[config.mk]
export PLATFORM = sky130hd
export DESIGN_NAME = arbitro_rr
export DESIGN_NICKNAME = d
export VERILOG_FILES = /design/src/rtl/arbitro_pkg.sv /design/src/rtl/prioridad_rr.sv /design/src/rtl/arbitro_rr.sv
export SDC_FILE = /design/constraint.sdc
export NUM_CORES = 1
export LEC_CHECK = 0
export CORE_UTILIZATION = 43
export DETAILED_ROUTE_END_ITERATION = 8
export PLACE_DENSITY = 0.71
export SYNTH_ARGS = -nofsm -noshare
export SYNTH_HDL_FRONTEND = slang
export SYNTH_SLANG_ARGS = --single-unit
[constraint.sdc]
create_clock -name clk -period 1.9 [get_ports clk]
set_input_delay 0.38 -clock clk [delete_from_list [all_inputs] [get_ports clk]]
set_output_delay 0.38 -clock clk [all_outputs]
set_load 0.05 [all_outputs]
[src/rtl/arbitro_pkg.sv]
// Shared types and constants for the four-queue round-robin arbiter.
package arbitro_pkg;

    localparam int NUM_COLAS = 4;
    localparam int SEL_BITS  = $clog2(NUM_COLAS);

    typedef enum logic [0:0] {
        IDLE   = 1'b0,
        RAFAGA = 1'b1
    } estado_t;

    // Next queue index; the index width makes it wrap modulo NUM_COLAS.
    function automatic logic [SEL_BITS-1:0] siguiente(input logic [SEL_BITS-1:0] idx);
        return idx + SEL_BITS'(1);
    endfunction

endpackage

[src/rtl/prioridad_rr.sv]
// Wrap-around search: first non-empty queue starting at puntero.
module prioridad_rr
    import arbitro_pkg::*;
(
    input  logic [NUM_COLAS-1:0] vacio,
    input  logic [SEL_BITS-1:0]  puntero,
    output logic                 hay,
    output logic [SEL_BITS-1:0]  indice
);

    // Priority scan from puntero upwards; the first hit wins.
    always_comb begin : busqueda
        logic [SEL_BITS-1:0] cand;
        cand   = '0;
        hay    = 1'b0;
        indice = puntero;
        for (int k = 0; k < NUM_COLAS; k++) begin
            cand = puntero + k[SEL_BITS-1:0];
            if (!hay && !vacio[cand]) begin
                hay    = 1'b1;
                indice = cand;
            end else begin
                hay    = hay;
                indice = indice;
            end
        end
    end

endmodule

[src/rtl/arbitro_rr.sv]
// Round-robin burst arbiter draining four FIFOs into the 4:1 mux stage.
// pop is combinational; selector_mux and valido line up with the FIFO read data.
module arbitro_rr
    import arbitro_pkg::*;
#(
    parameter int DATA_BITS  = 4,
    parameter int RAFAGA_MAX = 4
) (
    input  logic                 clk,
    input  logic                 reset,
    input  logic                 enb,
    input  logic [NUM_COLAS-1:0] vacio,
    input  logic                 pausa,
    output logic [NUM_COLAS-1:0] pop,
    output logic [SEL_BITS-1:0]  selector_mux,
    output logic                 valido
);

    if (RAFAGA_MAX < 1 || RAFAGA_MAX > 15 || DATA_BITS < 1) begin : g_param_invalido
        $error("arbitro_rr: parameter out of range");
    end

    localparam logic [3:0] CUENTA_ULT = 4'(RAFAGA_MAX - 1);

    estado_t               estado_q;
    logic [SEL_BITS-1:0]   puntero_q;
    logic [SEL_BITS-1:0]   actual_q;
    logic [3:0]            cuenta_q;
    logic                  hay_s;
    logic [SEL_BITS-1:0]   indice_s;
    logic [NUM_COLAS-1:0]  pop_s;

    prioridad_rr u_prioridad (
        .vacio   (vacio),
        .puntero (puntero_q),
        .hay     (hay_s),
        .indice  (indice_s)
    );

    // Read strobe: only the granted queue, only when it can deliver a word.
    always_comb begin
        pop_s = '0;
        if (!reset && estado_q == RAFAGA && enb && !pausa && !vacio[actual_q]) begin
            pop_s[actual_q] = 1'b1;
        end else begin
            pop_s = '0;
        end
    end

    assign pop = pop_s;

    // Grant/burst FSM plus the registered mux-side outputs.
    always_ff @(posedge clk) begin
        if (reset) begin
            estado_q     <= IDLE;
            puntero_q    <= '0;
            actual_q     <= '0;
            cuenta_q     <= 4'd0;
            selector_mux <= '0;
            valido       <= 1'b0;
        end else begin
            valido <= |pop_s;
            if (|pop_s) begin
                selector_mux <= actual_q;
            end else begin
                selector_mux <= selector_mux;
            end
            case (estado_q)
                IDLE: begin
                    if (enb && !pausa && hay_s) begin
                        actual_q <= indice_s;
                        cuenta_q <= 4'd0;
                        estado_q <= RAFAGA;
                    end else begin
                        estado_q <= IDLE;
                    end
                end
                RAFAGA: begin
                    // A queue that empties under pausa is not yet considered drained.
                    if (!enb || (!pausa && vacio[actual_q])) begin
                        estado_q  <= IDLE;
                        puntero_q <= siguiente(actual_q);
                        cuenta_q  <= 4'd0;
                    end else if (|pop_s) begin
                        if (cuenta_q == CUENTA_ULT) begin
                            estado_q  <= IDLE;
                            puntero_q <= siguiente(actual_q);
                            cuenta_q  <= 4'd0;
                        end else begin
                            cuenta_q <= cuenta_q + 4'd1;
                        end
                    end else begin
                        cuenta_q <= cuenta_q;
                    end
                end
                default: begin
                    estado_q <= IDLE;
                end
            endcase
        end
    end

endmodule
==> metrics.md <==
| Metric | Value |
|---|---|
| Result of the run | `finished with violations` |
| Violated checks | `DRC, setup timing` |
| Number of clock sinks | `12` |
| Peak supply drop | `0.4246 mV` |
| Pins Over Slew Limit | `0` |
| Residual DRC count | `2` |
| Global-route wire length before repair | `3.263 mm` |
| Post-detailed-placement half-perimeter wirelength | `1.411 mm` |
| Setup crit end kind | `output port` |
| Fraction of the cycle the final worst path needs | `1.097` |
| Avg Cell Area, Syn | `8.729 um^2` |
| Number of diodes added for antenna fixing | `0` |
| Area share of the leading cell type in the synthesized netlist | `0.3200` |
| Final worst-path setup slack | `-184.2 ps` |
| Number of nets in the layout | `136` |
| Clock latency on the worst-skew pair | `270 ps` |
| Drt via density | `5.536` |
| Highest attainable clock frequency | `0.4798 GHz` |
| Largest incremental delay on the critical path | `540 ps` |
| Area of all placed cells without fillers | `1185 um^2` |
| Summed instance area of the synthesized netlist | `750.7 um^2` |
| Clock buffers created by TritonCTS | `3` |
| Maximum net fanout on the critical path | `5` |
| Worst min-delay path category | `reg2reg` |
| Sequential fraction of design power | `0.448` |
| Count of endpoints failing setup in the final report | `4` |
| Worst-case clock skew | `9.641 ps` |
| Wirelength per Cell | `13.55 um` |
| Maximum capacitance violations | `0` |
| Post-Place Setup Slack | `-467.2 ps` |
| Cell type contributing the most total cell area after synthesis | `sky130_fd_sc_hd__dfxtp_1` |
| Req. time, crit path | `1520 ps` |
| Gpl congestion | `0.8094` |
| Post-synthesis net count | `99` |
| Critical path start-end classification | `reg2out` |
| Clock-pin slew reported for the worst setup and hold paths after clock tree synthesis | `70 ps` |
| Net switching power figure | `146.5 uW` |
| Total number of yosys warnings | `0` |
| Overall Global Routing Usage | `0.2351` |
| Synthesized instance count | `86` |
| Die X | `43.79 um` |
| Sequential fraction of the synthesis area | `0.3200` |
| Relative slew slack | `0.6351` |
| Sum of buffers and inverters on the critical path | `1` |
| Final sum of negative setup slack | `-726.5 ps` |
| Die outline height | `43.79 um` |
| Buffer levels on the longest clock path | `2` |
| Clock network fraction of total power | `0.345` |
| Source of the worst register-to-register timing path | `actual_q[0]` |
| Logic gate share of total power | `0.207` |
| Number of routed nets with antenna violations | `0` |
| Delay-heaviest family, CP | `multiplexers` |
| Power per standard cell area | `490.0 nW/um^2` |
| Starting DRC count in detailed routing | `4` |
| Cell breakdown of the critical path | `mux4_2 -> nor3_4 -> and2_4 -> buf_12` |
| Count of unique library cells instantiated by Yosys | `29` |
| Initial DRT Pass Iterations | `6` |
| Maximum number of pins on one net before global-route repair | `10` |
| Via total after detailed routing | `764` |
| Area inside the core boundary | `1577 um^2` |
| Starting utilization of the core area | `0.4762` |
| Antenna violations before repair | `0` |
| Die outline area | `1917 um^2` |
| Cell-internal power | `434.1 uW` |
| Leading post-synthesis cells by cell area | `sky130_fd_sc_hd__dfxtp_1 (32%), sky130_fd_sc_hd__ha_1 (8.3%), sky130_fd_sc_hd__mux2i_1 (6.7%)` |
| Placed inst area | `1097 um^2` |
| Measured slew at the worst slew-check pin | `543.1 ps` |
| Static leakage power | `0.0005047 uW` |
| Remaining global-route overflow | `0` |
| Library cell used as clock root buffer | `sky130_fd_sc_hd__clkbuf_4` |
| Share of layout cells above drive strength 1 | `0.3361` |
| H-tree levels | `1` |
| RSZ-0062 raised after global routing | `yes` |
| #FFs+latches synth | `12` |
| HP Start | `selector_mux[1]` |
| Area growth from synthesis to layout | `57.83%` |
| Clock tree from TritonCTS | `yes` |
| Critical path launch point | `actual_q[0]` |
| Tmin final | `2084 ps` |
| Data arrival time at the worst-slack endpoint | `1700 ps` |
| Critical path startpoint category | `flip-flop` |
| Number of core rows | `14` |
| Count of port buffers added during placement | `14` |
| Total I/O pin count | `15` |
| Switching Fraction | `0.2523` |
| Total detailed-routing wirelength | `1.870 mm` |
| Crit-path slowest cell | `sky130_fd_sc_hd__mux4_2` |
| Final hold viol count | `0` |
| Number of global-route vias before repair | `755` |
-- registers in the layout, indices dropped and copies added (netlist names) --
| name | flops |
|---|---|
| actual_q | 2 |
| cuenta_q | 4 |
| estado_q | 1 |
| puntero_q | 2 |
| selector_mux | 2 |
| valido | 1 |
-- synthesized netlist by cell type --
master                      number
sky130_fd_sc_hd__dfxtp_1        12
sky130_fd_sc_hd__nor2_1         11
sky130_fd_sc_hd__ha_1            5
sky130_fd_sc_hd__mux2i_1         5
sky130_fd_sc_hd__nor3_1          5
sky130_fd_sc_hd__o21ai_0         5
sky130_fd_sc_hd__a21oi_1         4
sky130_fd_sc_hd__and2_1          4
sky130_fd_sc_hd__inv_1           4
sky130_fd_sc_hd__nand2_1         3
sky130_fd_sc_hd__nand2b_1        3
sky130_fd_sc_hd__nand3_1         3
sky130_fd_sc_hd__nor2b_1         3
sky130_fd_sc_hd__a31oi_1         2
sky130_fd_sc_hd__a32o_1          2
sky130_fd_sc_hd__nand4_1         2
sky130_fd_sc_hd__a21boi_0        1
sky130_fd_sc_hd__a221oi_1        1
sky130_fd_sc_hd__a2bb2oi_1       1
sky130_fd_sc_hd__a311oi_2        1
sky130_fd_sc_hd__and2_4          1
sky130_fd_sc_hd__and3_1          1
sky130_fd_sc_hd__clkbuf_1        1
sky130_fd_sc_hd__mux4_2          1
sky130_fd_sc_hd__nor4_2          1
sky130_fd_sc_hd__nor4_4          1
sky130_fd_sc_hd__o211ai_1        1
sky130_fd_sc_hd__o21a_1          1
sky130_fd_sc_hd__o21bai_1        1
-- layout make-up --
class / instances / area [um^2]
tap: 16 / 20.02
inverter: 4 / 15.01
timing repair buffer: 33 / 320.3
fill: 123 / 391.6
clock buffer: 4 / 36.28
sequential: 12 / 245.2
multi-input combinational: 69 / 548.0
-- metal layers --
metal	vias up	track usage	share of wire
met2	21	0.4000	0.49
met4	0	0.06250	0.012
met5	-	0	0
met1	349	0.2817	0.45
li1	391	-	-
met3	3	0.07917	0.044
-- tightest hold or removal path, stage by stage (launching register included) --
cell                      delay (ps)
sky130_fd_sc_hd__dfxtp_1         330
sky130_fd_sc_hd__mux2i_1          60
sky130_fd_sc_hd__nor2_1           70
-- per-stage QoR --
| step | total power (uW) | cells | utilization | hold slack, ps |
|---|---|---|---|---|
| detailed placement | 379.4 | 131 | 0.6960 | 487.8 |
| global route | 617.6 | 138 | 0.7516 | 533.6 |
| floorplan | 321.6 | 86 | - | 468.9 |
| finish | 580.6 | 138 | 0.7516 | 500.7 |
| CTS | 583.0 | 137 | 0.7444 | 510.6 |
| global placement | 377.0 | 131 | 0.6960 | 480.6 |
-- final timing paths --
check	slack, ps	end	cells past startpoint
hold / removal	500	selector_mux[1]	2
setup reg to reg	30	cuenta_q[1]	9
hold reg to reg	500	selector_mux[1]	2
setup / recovery	-180	pop[3]	4
-- cells in the final DEF (no fill, tap or decap), types with 4 or more instances in the layout --
cell type                          n
sky130_fd_sc_hd__o21ai_0           4
sky130_fd_sc_hd__buf_12            4
sky130_fd_sc_hd__nor3_1            4
sky130_fd_sc_hd__inv_1             4
sky130_fd_sc_hd__nor2_1           11
sky130_fd_sc_hd__dfxtp_1          10
sky130_fd_sc_hd__and2_4            5
sky130_fd_sc_hd__clkdlybuf4s50_1   5
sky130_fd_sc_hd__mux2i_1           5
sky130_fd_sc_hd__a21oi_1           4
sky130_fd_sc_hd__buf_4            18
sky130_fd_sc_hd__dlygate4sd2_1     5
-- logic make-up (layout without fill, tap and decap cells) --
logic type      after synthesis  after routing  share of synthesized area
simple gates                 38             38                     0.2883
compound gates               20             20                     0.1867
flops                        12             12                     0.3200
mux                           6              6                    0.09667
fa+ha+maj                     5              5                    0.08333
buf+inv                       5             41                    0.02499
-- what timing repair did --
item / in CTS / in global routing
hold endpoints to repair: 0 / 0
gates resized for setup: 13 / 2
setup endpoints to repair: 8 / 12
pin swaps: 5 / 8
hold buffers: 0 / 0
buffers inserted: 2 / 3
-- power by group through the flow --
stage | clock [uW] | combinational (uW) | sequential, uW
2_1_floorplan | 0 | 55.0 | 267
4_1_cts | 206 | 117 | 260
3_5_place_dp | 0 | 112 | 267
5_1_grt | 225 | 131 | 261
3_3_place_gp | 0 | 110 | 267
6_report | 200 | 120 | 260
Power figures use the tool's default switching activity.
